File: src/rtl/raymarch_scheduler.sv
// raymarch_scheduler: walks pixel coordinates in raster order and streams raymarcher results to a framebuffer as RGB565
module raymarch_scheduler #(
  parameter int WIDTH  = 1280,
  parameter int HEIGHT = 720
) (
  input  logic                             clk_pixel_in,
  input  logic                             rst_in,
  input  logic                             enable_in,
  input  logic                             pixel_done_in,
  input  logic [7:0]                       red_in,
  input  logic [7:0]                       green_in,
  input  logic [7:0]                       blue_in,
  output logic [$clog2(WIDTH)-1:0]         curr_x,
  output logic [$clog2(HEIGHT)-1:0]        curr_y,
  output logic                             fb_we_out,
  output logic [$clog2(WIDTH*HEIGHT)-1:0]  fb_addr_out,
  output logic [15:0]                      fb_data_out,
  output logic                             frame_done_out,
  output logic [15:0]                      frame_count_out
);
  localparam int XW = $clog2(WIDTH);
  localparam int YW = $clog2(HEIGHT);
  localparam int AW = $clog2(WIDTH*HEIGHT);
  typedef enum logic [1:0] {PRIME, RUN, HOLD} state_t;
  state_t        state_q;
  logic [AW-1:0] addr_q;
  logic          x_last, y_last;
  assign x_last = curr_x == XW'(WIDTH - 1);
  assign y_last = curr_y == YW'(HEIGHT - 1);
  // Frame FSM: PRIME drops the stale first result, RUN writes one pixel per done pulse and advances, HOLD idles at (0,0)
  always_ff @(posedge clk_pixel_in or posedge rst_in)
    if (rst_in) begin
      state_q         <= PRIME;
      curr_x          <= '0;
      curr_y          <= '0;
      addr_q          <= '0;
      fb_we_out       <= 1'b0;
      fb_addr_out     <= '0;
      fb_data_out     <= '0;
      frame_done_out  <= 1'b0;
      frame_count_out <= '0;
    end else begin
      fb_we_out      <= 1'b0;
      frame_done_out <= 1'b0;
      case (state_q)
        PRIME: if (pixel_done_in) state_q <= enable_in ? RUN : HOLD;
        HOLD:  if (enable_in) state_q <= RUN;
        default: if (pixel_done_in) begin
          fb_we_out   <= 1'b1;
          fb_addr_out <= addr_q;
          fb_data_out <= {red_in[7:3], green_in[7:2], blue_in[7:3]};
          curr_x      <= x_last ? '0 : curr_x + 1'b1;
          if (x_last) curr_y <= y_last ? '0 : curr_y + 1'b1;
          addr_q      <= (x_last && y_last) ? '0 : addr_q + 1'b1;
          if (x_last && y_last) begin
            frame_done_out  <= 1'b1;
            frame_count_out <= frame_count_out + 16'd1;
            if (!enable_in) state_q <= HOLD;
          end
        end
      endcase
    end
endmodule

File: config.mk
export PLATFORM = sky130hd
export DESIGN_NAME = raymarch_scheduler
export DESIGN_NICKNAME = d
export VERILOG_FILES = /design/src/rtl/raymarch_scheduler.sv
export SDC_FILE = /design/constraint.sdc
export NUM_CORES = 1
export LEC_CHECK = 0
export ABC_CLOCK_PERIOD_IN_PS = 3800
export BUFFER_PORTS_ARGS = -buffer_cell sky130_fd_sc_hd__buf_2
export CORE_ASPECT_RATIO = 1.2
export CORE_UTILIZATION = 54
export CTS_CLUSTER_DIAMETER = 40
export DETAILED_ROUTE_END_ITERATION = 10
export PLACE_DENSITY = 0.8
export SYNTH_ARGS = -nofsm -noshare
export SYNTH_HDL_FRONTEND = slang
export SYNTH_SLANG_ARGS = --single-unit
File: constraint.sdc
create_clock -name clk_pixel_in -period 3.8 [get_ports clk_pixel_in]
set_input_delay 0.76 -clock clk_pixel_in [delete_from_list [all_inputs] [get_ports clk_pixel_in]]
set_output_delay 0.76 -clock clk_pixel_in [all_outputs]
set_load 0.01 [all_outputs]
Yosys cells after proc, flatten, opt, wreduce, memory -nomap -nowiden

Index checks and enable logic that the tools add are counted.

Flip-flop bits (word level): 97
Bits in latches: 0
Bits in writable memories: 0
Bits in read-only memories: 0
Input port bits: 28
Output and inout bits: 75
Memories kept: 0

Add/sub/neg operators: 4
Multiply operators: 0
Div/mod/pow operators: 0
Order comparisons: 0
Equality and inequality tests: 6
Shifts and indexed selects: 0
Multiplexer cells: 15
Bitwise logic cells: 1
Reductions and logical operators: 9

Operator list:

| cell                    | count |
|---|---|
| $add A20 B1 Y20 const B | 1 |
| $mux W20                | 1 |
| $add A16 B1 Y16 const B | 1 |
| $mux W2                 | 6 |
| $add A11 B1 Y11 const B | 1 |
| $eq A11 B11 Y1 const B  | 1 |
| $mux W11                | 1 |
| $add A10 B1 Y10 const B | 1 |
| $eq A10 B10 Y1 const B  | 1 |
| $mux W10                | 1 |
| $reduce_and A3 Y1       | 2 |
| $mux W1                 | 5 |
| $reduce_and A5 Y1       | 1 |
| $ne A2 B2 Y1 const B    | 2 |
| $pmux W2 S2             | 1 |
| $ne A3 B1 Y1 const B    | 1 |
| $reduce_bool A3 Y1      | 1 |
| $eq A2 B2 Y1 const B    | 1 |
| $logic_not A2 Y1        | 1 |
| $reduce_and A2 Y1       | 1 |
| $reduce_bool A2 Y1      | 1 |
| $reduce_or A2 Y1        | 1 |
| $logic_and A1 B1 Y1     | 1 |
| $not A1 Y1              | 1 |

Depth between registers and ports, before layout

Depth after elaboration: 5
Depth in mapped cells: 7

Worst setup path before layout

Ideal clock, no wire load.

Path kind: input-to-reg
From: input port pixel_done_in
To: register addr_q[19]
Setup time: 0.087 ns
Arrival time: 2.063 ns
Data required time: 3.713 ns
Slack: 1.650 ns
Stages: 5
Cell sequence: buf_4 nand4_2 or4_4 or3_1 a22oi_1

Word-level cells in the longest chain between the ends: 1

Ends and longest elaborated chain:

| what                               | RTL line | RTL |
|---|---|---|
| from (decl)                        | 9        | `input logic pixel_done_in,` |
| $reduce_and A2 Y1 (no source line) | -        |  |
| to (signal assigned)               | 54       | `addr_q <= (x_last && y_last) ? '0 : addr_q + 1'b1;` |
| to (decl)                          | 26       | `logic [AW-1:0] addr_q;` |

Every way passes these cells.
A chain may end at the register's enable or synchronous reset.

Worst setup path after layout

From: register curr_y[1]
To: register frame_count_out[15]

Word-level cells in the longest chain between the ends: 3

Ends and longest elaborated chain:

| what                               | RTL line | RTL |
|---|---|---|
| from (decl)                        | 14       | `output logic [$clog2(HEIGHT)-1:0] curr_y,` |
| from (signal assigned)             | 53       | `if (x_last) curr_y <= y_last ? '0 : curr_y + 1'b1;` |
| $eq A10 B10 Y1                     | 29       | `assign y_last = curr_y == YW'(HEIGHT - 1);` |
| $logic_and A1 B1 Y1                | 55       | `if (x_last && y_last) begin` |
| $reduce_and A3 Y1 (no source line) | -        |  |
| to (signal assigned)               | 57       | `frame_count_out <= frame_count_out + 16'd1;` |
| to (decl)                          | 19       | `output logic [15:0] frame_count_out` |

Every way passes these cells.

==> metrics.md <==
| Metric | Value |
|---|---|
| Setup TNS | `0 ns` |
| WHS Endpoint | `fb_data_out[12]` |
| Hold crit path type | `flip-flop to flip-flop` |
| Initial DRT Pass Iterations | `7` |
| Synthesized instance count | `444` |
| Flip-flop cell with the highest count after synthesis | `dfrtp_1` |
| Power Internal | `0.00170 W` |
| Largest net degree at the start of global routing | `61` |
| CTS sink cnt | `97` |
| Most common cell after layout, fill and taps aside | `nand2_1` |
| NetSw | `slightly below 0.0007 W` |
| Deepest level of the CTS H-tree | `3` |
| DRC viols | `16` |
| Seq/Total Area, Yosys | `0.554` |
| CP arrival | `2.47 ns` |
| Register share of total power | `0.524` |
| Initial drt markers | `172` |
| Min-delay src | `fb_data_out[12]` |
| Cells after DPL | `618` |
| R2r setup slk | `1.58 ns` |
| FF-to-FF path depth | `5` |
| Avg WL per Cell | `14.7 um` |
| Total grt overflow | `0` |
| Number of fillers in the final layout | `650` |
| Synth cell types | `49` |
| Via density | `5.53` |
| Clock skew | `approximately 0.013 ns` |
| Post-DRT Antenna Nets | `0` |
| Crit start category | `flip-flop` |
| Root buf cell | `clkbuf_8` |
| Tcrit/Tclk final | `0.584` |
| Rel. slew slack | `0.480` |
| Synth Area per Inst | `around 10 um2` |
| Post-Route WL | `9340 um` |
| RSZ-0062 raised after global routing | `no` |
| Max FO, Critical Path | `19` |
| Maximum vdd ir drop | `0.225 mV` |
| Pleak | `2.75 nW` |
| Cell Area, Placed | `4930 um2` |
| Clock power share | `0.347` |
| FF-to-FF End | `frame_count_out[15]` |
| Hold_buf cts | `0` |
| Sw Share | `0.287` |
| Die H | `101 um` |
| Number of synthesized register bits | `97` |
| Final setup violation count | `0` |
| Via Count | `3506` |
| Latest clock arrival within the worst-skew pair | `0.36 ns` |
| Clock slew at reported path FFs | `roughly 0.1 ns` |
| P&R area growth vs syn | `18.3%` |
| Max Clk Rate | `approximately 450 MHz` |
| DP Worst Slack | `1.31 ns` |
| First-pass GRT wire length | `~16000 um` |
| Max_cap viols | `0` |
| Initial Util | `0.565` |
| Final Critical Period | `2.22 ns` |
| CTS buffer count | `9` |
| Ports | `103` |
| Mapped Area | `4380 um2` |
| R2R Path Start | `curr_y[1]` |
| Status | `finished with violations` |
| Power per cell area | `459 nW/um2` |
| Failing checks | `DRC` |
| GPL Wtd Cong | `about 0.82` |
| Yosys warns | `0` |
| DP HPWL | `around 6500 um` |
| Total number of placement rows | `35` |
| Number of global-route vias before repair | `3503` |
| Post-synth ARST share | `1.00` |
| Inserted Diodes | `0` |
| Number of setup buffers added after CTS | `0` |
| Syn_nets | `476` |
| Clk buf depth | `2` |
| Layout cell share with drive strength beyond 1 | `0.244` |
| Post-CTS resize count | `0` |
| CP Capture Type | `flip-flop` |
| Pins over their slew limit | `0` |
| Buffers on Ports | `94` |
| Die ar. | `8480 um2` |
| Fin worst setup slack | `1.58 ns` |
| Layout Nets | `569` |
| Design area | `5180 um2` |
| Hold WS | `~0.48 ns` |
| Actual slew at the worst max-slew pin | `0.779 ns` |
| Initial antenna violation count | `0` |
| Worst Path Required | `4.05 ns` |
| All-Layer GR Usage | `0.238` |
| Chip width | `between 80 and 90 um` |
| Final Hold Vio Count | `0` |
| Hold path depth | `2` |
| Kind of critical path | `flip-flop to flip-flop` |
| Core area | `7750 um2` |
| CTS tree | `yes` |
| Most frequent cells in the layout | `nand2_1 (124), dfrtp_1 (97), buf_2 (94)` |
| EDFF count, synth | `0` |
| Non-Filler Instances | `634` |
| Combinational Power Share | `0.129` |
==> critical path: stages (launching register included) <==
cell,delay (ns)
dfrtp_1,0.43
ha_1,0.19
and3_1,0.23
nand4_2,0.44
or4_1,0.68
xnor2_1,0.15
==> registers in the layout (all words and copies together) (netlist names) <==
signal	count
state_q	2
curr_x	11
addr_q	20
fb_addr_out	20
curr_y	10
fb_we_out	1
frame_done_out	1
fb_data_out	16
frame_count_out	16
==> stage by stage <==
stage / util / total power, W
final: 0.669 / 0.00238
after detailed placement: 0.636 / 0.00158
after global placement: 0.636 / 0.00156
after global routing: 0.669 / 0.00249
after floorplan: - / 0.00143
after CTS: 0.669 / 0.00239
==> cells by family after synthesis <==
logic type | count (synthesis) | share of synthesized area
flops | 97 | 0.554
fa+ha+maj | 4 | 0.0114
buf+inv | 31 | 0.0294
xor+xnor | 38 | 0.0760
simple gates | 230 | 0.262
compound gates | 37 | 0.0503
mux | 7 | 0.0169
==> synth_stat cells (2+ instances only) <==
cell,number,area [um2]
nor3_1,12,60.1
mux2_2,3,33.8
nand4_2,3,37.5
nand4_1,13,81.3
xor2_1,21,184
ha_1,4,50.1
and3_1,3,18.8
mux2i_1,4,40.0
buf_1,3,11.3
nand3_1,17,85.1
nor4_1,11,68.8
inv_1,14,52.6
o21ai_0,16,80.1
a21oi_1,9,45.0
clkbuf_1,8,30.0
dfrtp_1,97,2430
nand2_1,125,469
buf_4,2,15.0
or3_1,6,37.5
buf_2,3,15.0
xnor2_1,17,149
and4_1,5,43.8
nor2_1,21,78.8
nor4_4,2,42.5
==> worst max-delay path by stage <==
stage	startpoint	slack, ns	to	cells past startpoint
after floorplan	rst_in	0.51	addr_q[0]	1
after CTS	curr_y[0]	1.58	frame_count_out[15]	5
after global placement	pixel_done_in	1.36	curr_y[2]	6
after detailed placement	pixel_done_in	1.31	frame_count_out[15]	5
after global routing	curr_y[0]	1.40	frame_count_out[15]	5
final	curr_y[1]	1.58	frame_count_out[15]	5
==> power by group through the flow <==
stage	logic, W	clock network [W]	registers (W)
after floorplan	0.000167	0	0.00127
after global placement	0.000299	0	0.00126
after detailed placement	0.000312	0	0.00126
after CTS	0.000312	0.000835	0.00124
after global routing	0.000346	0.000881	0.00126
final	0.000307	0.000825	0.00125
==> layer usage <==
layer	share of wire	global-route usage	up-vias
li1	-	-	1698
met1	0.43	0.287	1693
met4	0.017	0.0889	0
met2	0.50	0.410	103
met3	0.059	0.0647	12
met5	0	0	-
==> area by class of cell <==
cell class	count	area [um2]	area share
timing repair buffer	99	508	0.0980
multi-input combinational	316	1830	0.352
inverter	14	55.1	0.0106
clock buffer	9	124	0.0239
tap	92	115	0.0222
sequential	97	2430	0.468
clock inverter	7	126	0.0244
Note: power is estimated with default switching activity, not from simulation.
